`src/rtl/xswitch_pkg.sv`:
```
// Shared types and helpers for the NxM FIFO crossbar switch.
package xswitch_pkg;

    typedef enum logic [1:0] {
        ST_RESET  = 2'd0,
        ST_INIT   = 2'd1,
        ST_IDLE   = 2'd2,
        ST_ACTIVE = 2'd3
    } state_e;

    localparam int DEFAULT_LOW = 2;

    function automatic int defaultHigh(input int depth);
        return depth - 2;
    endfunction

    // Destination lives in the top destW bits of a w-bit word.
    function automatic int destOf(input logic [63:0] word, input int w, input int destW);
        return int'((word >> (w - destW)) & ((64'd1 << destW) - 64'd1));
    endfunction

endpackage

```
`src/rtl/xfifo_p.sv`:
```
// Parametrised FIFO with either fall-through head or registered pop data,
// plus sticky overflow/underflow flags and a look-ahead count.
module xfifo_p #(
    parameter int W     = 10,
    parameter int DEPTH = 8,
    parameter bit FWFT  = 1'b1,
    localparam int CNT_W = $clog2(DEPTH) + 1
) (
    input  logic             clk_i,
    input  logic             rst_ni,
    input  logic             flush_i,
    input  logic             push_i,
    input  logic             pop_i,
    input  logic [W-1:0]     data_i,
    output logic [W-1:0]     data_o,
    output logic [CNT_W-1:0] count_o,
    output logic [CNT_W-1:0] countNext_o,
    output logic             full_o,
    output logic             empty_o,
    output logic             ovf_o,
    output logic             udf_o
);
    localparam int AW = $clog2(DEPTH);

    logic [W-1:0]     mem_q [DEPTH];
    logic [AW-1:0]    rdPtr_q, wrPtr_q;
    logic [CNT_W-1:0] count_q, count_d;
    logic             ovf_q, udf_q;
    logic             doPush, doPop;

    assign full_o  = (count_q == CNT_W'(DEPTH));
    assign empty_o = (count_q == '0);
    assign doPop   = pop_i && !empty_o && !flush_i;
    // A full FIFO still accepts a word when it is being popped in the same cycle.
    assign doPush  = push_i && !flush_i && (!full_o || doPop);

    always_comb begin
        count_d = count_q + CNT_W'(doPush) - CNT_W'(doPop);
        if (flush_i) begin
            count_d = '0;
        end
    end

    always_ff @(posedge clk_i) begin
        if (!rst_ni) begin
            rdPtr_q <= '0;
            wrPtr_q <= '0;
            count_q <= '0;
            ovf_q   <= 1'b0;
            udf_q   <= 1'b0;
        end else begin
            count_q <= count_d;
            if (flush_i) begin
                rdPtr_q <= '0;
                wrPtr_q <= '0;
            end else begin
                if (doPush) wrPtr_q <= wrPtr_q + AW'(1);
                if (doPop)  rdPtr_q <= rdPtr_q + AW'(1);
                if (push_i && !doPush) ovf_q <= 1'b1;
                if (pop_i && empty_o)  udf_q <= 1'b1;
            end
        end
    end

    always_ff @(posedge clk_i) begin
        if (doPush) begin
            mem_q[wrPtr_q] <= data_i;
        end
    end

    if (FWFT) begin : g_fwft
        assign data_o = mem_q[rdPtr_q];
    end else begin : g_reg
        logic [W-1:0] dout_q;
        always_ff @(posedge clk_i) begin
            if (!rst_ni) begin
                dout_q <= '0;
            end else if (doPop) begin
                dout_q <= mem_q[rdPtr_q];
            end
        end
        assign data_o = dout_q;
    end

    assign count_o     = count_q;
    assign countNext_o = count_d;
    assign ovf_o       = ovf_q;
    assign udf_o       = udf_q;

endmodule

```
`src/rtl/xswitch_nxm.sv`:
```
// NUM_IN x NUM_OUT FIFO switch: round-robin arbiter over a single shared
// transfer path, per-output hysteresis backpressure, push counters, sticky errors.
module xswitch_nxm
    import xswitch_pkg::*;
#(
    parameter int NUM_IN  = 4,
    parameter int NUM_OUT = 4,
    parameter int W       = 10,
    parameter int DEPTH   = 8,
    parameter int CTR_W   = 7,
    localparam int DEST_W = $clog2(NUM_OUT),
    localparam int CNT_W  = $clog2(DEPTH) + 1
) (
    input  logic                      clk,
    input  logic                      reset,
    input  logic [NUM_IN*W-1:0]       in_data,
    input  logic [NUM_IN-1:0]         push,
    output logic [NUM_IN-1:0]         in_full,
    input  logic [NUM_OUT-1:0]        pop,
    output logic [NUM_OUT*W-1:0]      out_data,
    output logic [NUM_OUT-1:0]        out_empty,
    input  logic [CNT_W-1:0]          high_cfg,
    input  logic [CNT_W-1:0]          low_cfg,
    input  logic                      init,
    output logic                      idle,
    input  logic                      req,
    input  logic [DEST_W-1:0]         idx,
    output logic [CTR_W-1:0]          counter,
    output logic                      valid_counter,
    output logic [NUM_IN+NUM_OUT-1:0] err
);
    localparam int GW = $clog2(NUM_IN);

    state_e                           state_q, state_d;
    logic [CNT_W-1:0]                 high_q, low_q;
    logic [NUM_OUT-1:0]               blk_q, blk_d;
    logic [GW-1:0]                    lastGrant_q;
    logic [CTR_W-1:0]                 ctr_q [NUM_OUT];
    logic [CTR_W-1:0]                 counter_q;
    logic                             validCounter_q;

    logic                             flush, opsEn, anyBusy;
    logic [NUM_IN-1:0][W-1:0]         inHead;
    logic [NUM_IN-1:0][DEST_W-1:0]    headDest;
    logic [NUM_IN-1:0][CNT_W-1:0]     inCnt, inCntNext;
    logic [NUM_IN-1:0]                inEmpty, inOvf, inUdf, inPop, eligible;
    logic [NUM_OUT-1:0][W-1:0]        outWord;
    logic [NUM_OUT-1:0][CNT_W-1:0]    outCnt, outCntNext;
    logic [NUM_OUT-1:0]               outFull, outOvf, outUdf, outPush;
    logic                             grantValid;
    logic [GW-1:0]                    grantIdx, cand;
    logic [DEST_W-1:0]                grantDest;
    logic [W-1:0]                     xferWord;
    logic                             unusedBits;

    assign flush   = (state_q == ST_INIT);
    assign opsEn   = (state_q == ST_IDLE) || (state_q == ST_ACTIVE);
    assign anyBusy = !((&inEmpty) && (&out_empty));

    for (genvar i = 0; i < NUM_IN; i++) begin : g_in
        xfifo_p #(.W(W), .DEPTH(DEPTH), .FWFT(1'b1)) u_fifo (
            .clk_i(clk), .rst_ni(reset), .flush_i(flush),
            .push_i(push[i] && opsEn), .pop_i(inPop[i]),
            .data_i(in_data[i*W +: W]), .data_o(inHead[i]),
            .count_o(inCnt[i]), .countNext_o(inCntNext[i]),
            .full_o(in_full[i]), .empty_o(inEmpty[i]),
            .ovf_o(inOvf[i]), .udf_o(inUdf[i])
        );
        assign headDest[i] = DEST_W'(destOf(64'(inHead[i]), W, DEST_W));
        assign eligible[i] = opsEn && !inEmpty[i] && !blk_q[headDest[i]] && !outFull[headDest[i]];
        assign inPop[i]    = grantValid && (grantIdx == GW'(i));
    end

    for (genvar o = 0; o < NUM_OUT; o++) begin : g_out
        assign outPush[o] = grantValid && (grantDest == DEST_W'(o));
        xfifo_p #(.W(W), .DEPTH(DEPTH), .FWFT(1'b0)) u_fifo (
            .clk_i(clk), .rst_ni(reset), .flush_i(flush),
            .push_i(outPush[o]), .pop_i(pop[o] && opsEn),
            .data_i(xferWord), .data_o(outWord[o]),
            .count_o(outCnt[o]), .countNext_o(outCntNext[o]),
            .full_o(outFull[o]), .empty_o(out_empty[o]),
            .ovf_o(outOvf[o]), .udf_o(outUdf[o])
        );
    end

    // Search starts one past the last winner so every input gets a fair turn.
    always_comb begin
        grantValid = 1'b0;
        grantIdx   = lastGrant_q;
        cand       = '0;
        for (int k = 1; k <= NUM_IN; k++) begin
            cand = GW'((int'(lastGrant_q) + k) % NUM_IN);
            if (!grantValid && eligible[cand]) begin
                grantValid = 1'b1;
                grantIdx   = cand;
            end
        end
    end

    assign grantDest = headDest[grantIdx];
    assign xferWord  = inHead[grantIdx];

    always_comb begin
        state_d = state_q;
        case (state_q)
            ST_RESET:  state_d = ST_INIT;
            ST_INIT:   if (!init) state_d = ST_IDLE;
            ST_IDLE:   if (anyBusy) state_d = ST_ACTIVE;
            ST_ACTIVE: if (!anyBusy) state_d = ST_IDLE;
            default:   state_d = ST_RESET;
        endcase
        if (init && (state_q != ST_RESET)) begin
            state_d = ST_INIT;
        end
    end

    // Hysteresis looks at the post-edge count so blk tracks what the FIFO will hold.
    always_comb begin
        blk_d = blk_q;
        for (int o = 0; o < NUM_OUT; o++) begin
            if (flush) begin
                blk_d[o] = 1'b0;
            end else if (opsEn) begin
                if (outCntNext[o] >= high_q)     blk_d[o] = 1'b1;
                else if (outCntNext[o] <= low_q) blk_d[o] = 1'b0;
            end
        end
    end

    always_ff @(posedge clk) begin
        if (!reset) begin
            state_q        <= ST_RESET;
            high_q         <= CNT_W'(defaultHigh(DEPTH));
            low_q          <= CNT_W'(DEFAULT_LOW);
            blk_q          <= '0;
            lastGrant_q    <= GW'(NUM_IN - 1);
            counter_q      <= '0;
            validCounter_q <= 1'b0;
            for (int o = 0; o < NUM_OUT; o++) ctr_q[o] <= '0;
        end else begin
            state_q <= state_d;
            blk_q   <= blk_d;
            if (flush) begin
                high_q <= high_cfg;
                low_q  <= (low_cfg >= high_cfg) ? high_cfg - CNT_W'(1) : low_cfg;
            end
            if (grantValid) lastGrant_q <= grantIdx;
            for (int o = 0; o < NUM_OUT; o++) begin
                if (outPush[o]) ctr_q[o] <= ctr_q[o] + CTR_W'(1);
            end
            validCounter_q <= (state_q == ST_IDLE) && req;
            if ((state_q == ST_IDLE) && req) counter_q <= ctr_q[idx];
        end
    end

    assign out_data      = outWord;
    assign idle          = (state_q == ST_IDLE);
    assign counter       = counter_q;
    assign valid_counter = validCounter_q;
    assign err           = {outUdf, inOvf};
    assign unusedBits    = ^{inCnt, inCntNext, inUdf, outCnt, outOvf};

endmodule

```
`config.mk`:
```
export PLATFORM = sky130hd
export DESIGN_NAME = xswitch_nxm
export DESIGN_NICKNAME = d
export VERILOG_FILES = /design/src/rtl/xswitch_pkg.sv /design/src/rtl/xfifo_p.sv /design/src/rtl/xswitch_nxm.sv
export SDC_FILE = /design/constraint.sdc
export NUM_CORES = 1
export LEC_CHECK = 0
export CORE_MARGIN = 2
export CORE_UTILIZATION = 40
export CTS_BUF_LIST = sky130_fd_sc_hd__clkbuf_8
export CTS_CLUSTER_SIZE = 25
export DETAILED_ROUTE_END_ITERATION = 8
export PLACE_DENSITY_LB_ADDON = 0.15
export REMOVE_ABC_BUFFERS = 1
export SYNTH_ARGS = -nofsm -noshare
export SYNTH_HDL_FRONTEND = slang
export SYNTH_SLANG_ARGS = --single-unit
```
`constraint.sdc`:
```
create_clock -name clk -period 12.5 [get_ports clk]
set_input_delay 3.125 -clock clk [delete_from_list [all_inputs] [get_ports clk]]
set_output_delay 3.125 -clock clk [all_outputs]
set_load 0.01 [all_outputs]
```
==> results.toml <==
[outcome]
status = "finished, final reports clean"

[timing]
holdWs_ps = 463.4
tns_ps = 0
period_share_pct = 50.19
hold_violations = 0
fin_skew_ps = 42.10
setup_viol = 0
rsz0062_at_grt = "no"
slew_headroom_pct = 22.24
fin_crit_ps = 6274
drv_slew = 0
tightest_slew_ps = 1162
fmax_mhz = 159.4

[yosys]
synth_seq_cells = 832
ys_async_sr_fraction_pct = 0
synth_top_flop_cell = "edfxtp_1"
syn_area_sq_um = 35210
synth.avg_cell_area_sq_um = 15.99
syn_inst = 2202
ys_seq_area_share_pct = 66.30
synth_edf_count = 668
yosysWarnings = 0
synthDistinctLibCells = 70

[cts]
ctsResizeCount = 0
post_cts.repair.setup_buffers = 0
root_buffer = "clkbuf_8"
cts_tree = "done"
cts.sinks = 832
cts_buffers = 142
worst_setup_hold_path_clk_slew_ps = 60
ctsHoldBuffers = 0
h-tree-depth = 4
clock_path_buffers = 3
clk_latency_ps = 810

[global_route]
grt_overflow = 0
grt_max_degree = 78
grt_pass1_wl_um = 120700
grtUsageTotal_pct = 17.77
grt_pass1_vias = 20081
antenna_found_initial = 4

[hold_path]
hp-class = "reg2reg"

[routing]
wl_per_cell_um = 21.35
first_pass_iters = 5
drc = 0
vias_per_cell = 5.210
drt_wl_total_um = 78710
vias = 19203
drt_iter0_drc = 1536
antenna_left = 0

[setup_path]
cp-end-kind = "register"
critPathKind = "reg2reg"
start_kind = "register"
cp.required_ps = 13150
cp_max_fo = 19
arrival_ps = 6930

[die]
fp.dieH_um = 300.7
dieArea_sq_um = 90400
pin_count = 127
core-area_sq_um = 87020
start_util_pct = 40.45
row_count = 108
die_w_um = 300.7

[placement]
port_buffers = 126
dpl.hpwl_um = 49810
gp_congestion = 0.8416

[cells_and_area]
final_cell_mix = "edfxtp_1, dfxtp_1, mux4_2, nand2_1, clkbuf_8"
nNetsFinal = 2584
area_growth_pct = 15.40
utilization_pct = 46.69
layout_commonest_cell = "edfxtp_1"
drive_above_1_share_pct = 19.70

[power]
p_leak_nw = 14.07
powerDensity_nw_per_um2 = 134.1
vdd_drop_max_v = 0.00008533
power_w = 0.005449

[flow_run]
max_cap_viol_count = 0
## report_power, final
group	total (W)	internal [W]	leakage, nW	switching, W
Combinational	0.000192	0.0000661	5.18	0.000126
Clock	0.00223	0.00113	1.53	0.00111
Sequential	0.00302	0.00301	7.37	0.0000115
## per-stage QoR
stage / cells / area [sq um] / setup WS, ps
floorplan: 2074 / 34580 / 6192
global placement: 3420 / 38000 / 5553
detailed placement: 3420 / 38000 / 5544
CTS: 3683 / 40620 / 6222
global route: 3685 / 40630 / 5917
finish: 3686 / 40630 / 6226
## critical path, stage by stage, from the launching register on
cell      delay (ps)
dfxtp_1         1040
mux4_2           740
mux4_2           470
nand3_2          140
or3b_1           550
a311o_1          360
a21oi_1          350
nor2_2            90
buf_4            230
inv_2            190
ha_1             240
fa_1             450
and2_1           180
ha_1             280
nor2b_1          130
o21ai_0          170
nand2b_1          90
a21oi_1          150
o21ai_0          100
nand2_1           90
a21oi_1           60
## Yosys cell counts (22+ instances only)
cell type	count	share of area (%)
edfxtp_1	668	57
dfxtp_1	164	9.3
mux4_2	163	10
nand2_1	161	1.7
ha_1	105	3.7
nor2_1	104	1.1
mux2i_1	95	2.7
inv_1	78	0.83
clkbuf_1	68	0.73
a21oi_1	52	0.74
o211a_1	41	1.2
and3_1	38	0.68
xnor2_1	37	0.92
nand3_1	36	0.51
o21ai_0	36	0.51
nor3_1	32	0.45
buf_1	27	0.29
nand2b_1	23	0.41
buf_4	22	0.47
## final timing paths
kind | slack [ps] | to | depth (start not counted) | from
worst max-delay path | 6230 | blk_q[2] | 20 | register
worst min-delay path | 460 | counter[5] | 2 | counter[5]
worst max register to register | 6230 | blk_q[2] | 20 | register
worst min register to register | 460 | counter[5] | 2 | counter[5]
## registers in the layout (all words and copies together) (netlist names), 7 cells and up, named ones only
name / cells
g_out.u_fifo.mem_q: 320
g_out.u_fifo.data_o: 40
counter: 7
g_out.u_fifo.count_o: 16
g_in.u_fifo.rdPtr_q: 12
g_in.u_fifo.mem_q: 320
ctr_q: 28
g_out.u_fifo.wrPtr_q: 12
g_out.u_fifo.rdPtr_q: 12
g_in.u_fifo.count_o: 16
g_in.u_fifo.wrPtr_q: 12
## routing by layer
metal	share of wire (%)	GRT usage [%]
met5	0.032	0
met4	2.3	6.029
met3	4.5	3.781
met2	49	29.16
met1	45	23.55
## area by class of cell
cell class / count / area, sq um
fill: 7645 / 46400
timing repair buffer: 191 / 1747
sequential: 832 / 23340
clock inverter: 113 / 554.3
tap: 1155 / 1445
antenna: 3 / 7.507
inverter: 82 / 307.8
multi-input combinational: 1160 / 11160
clock buffer: 150 / 2064
## kinds of logic (layout without fill, tap and decap cells)
logic type               after synthesis  count (layout)  synth area share [%]
multiplexers                         274             274                 13.81
other                                  0               3                     0
adder cells (fa/ha/maj)              113             113                 4.187
AO/OA/AOI/OAI                        203             203                 4.037
XOR/XNOR                              54              54                 1.343
flip-flops                           832             832                 66.30
buffers and inverters                210             536                 2.662
AND/OR/NAND/NOR                      516             516                 7.655
(Power assumes the default switching activity.)
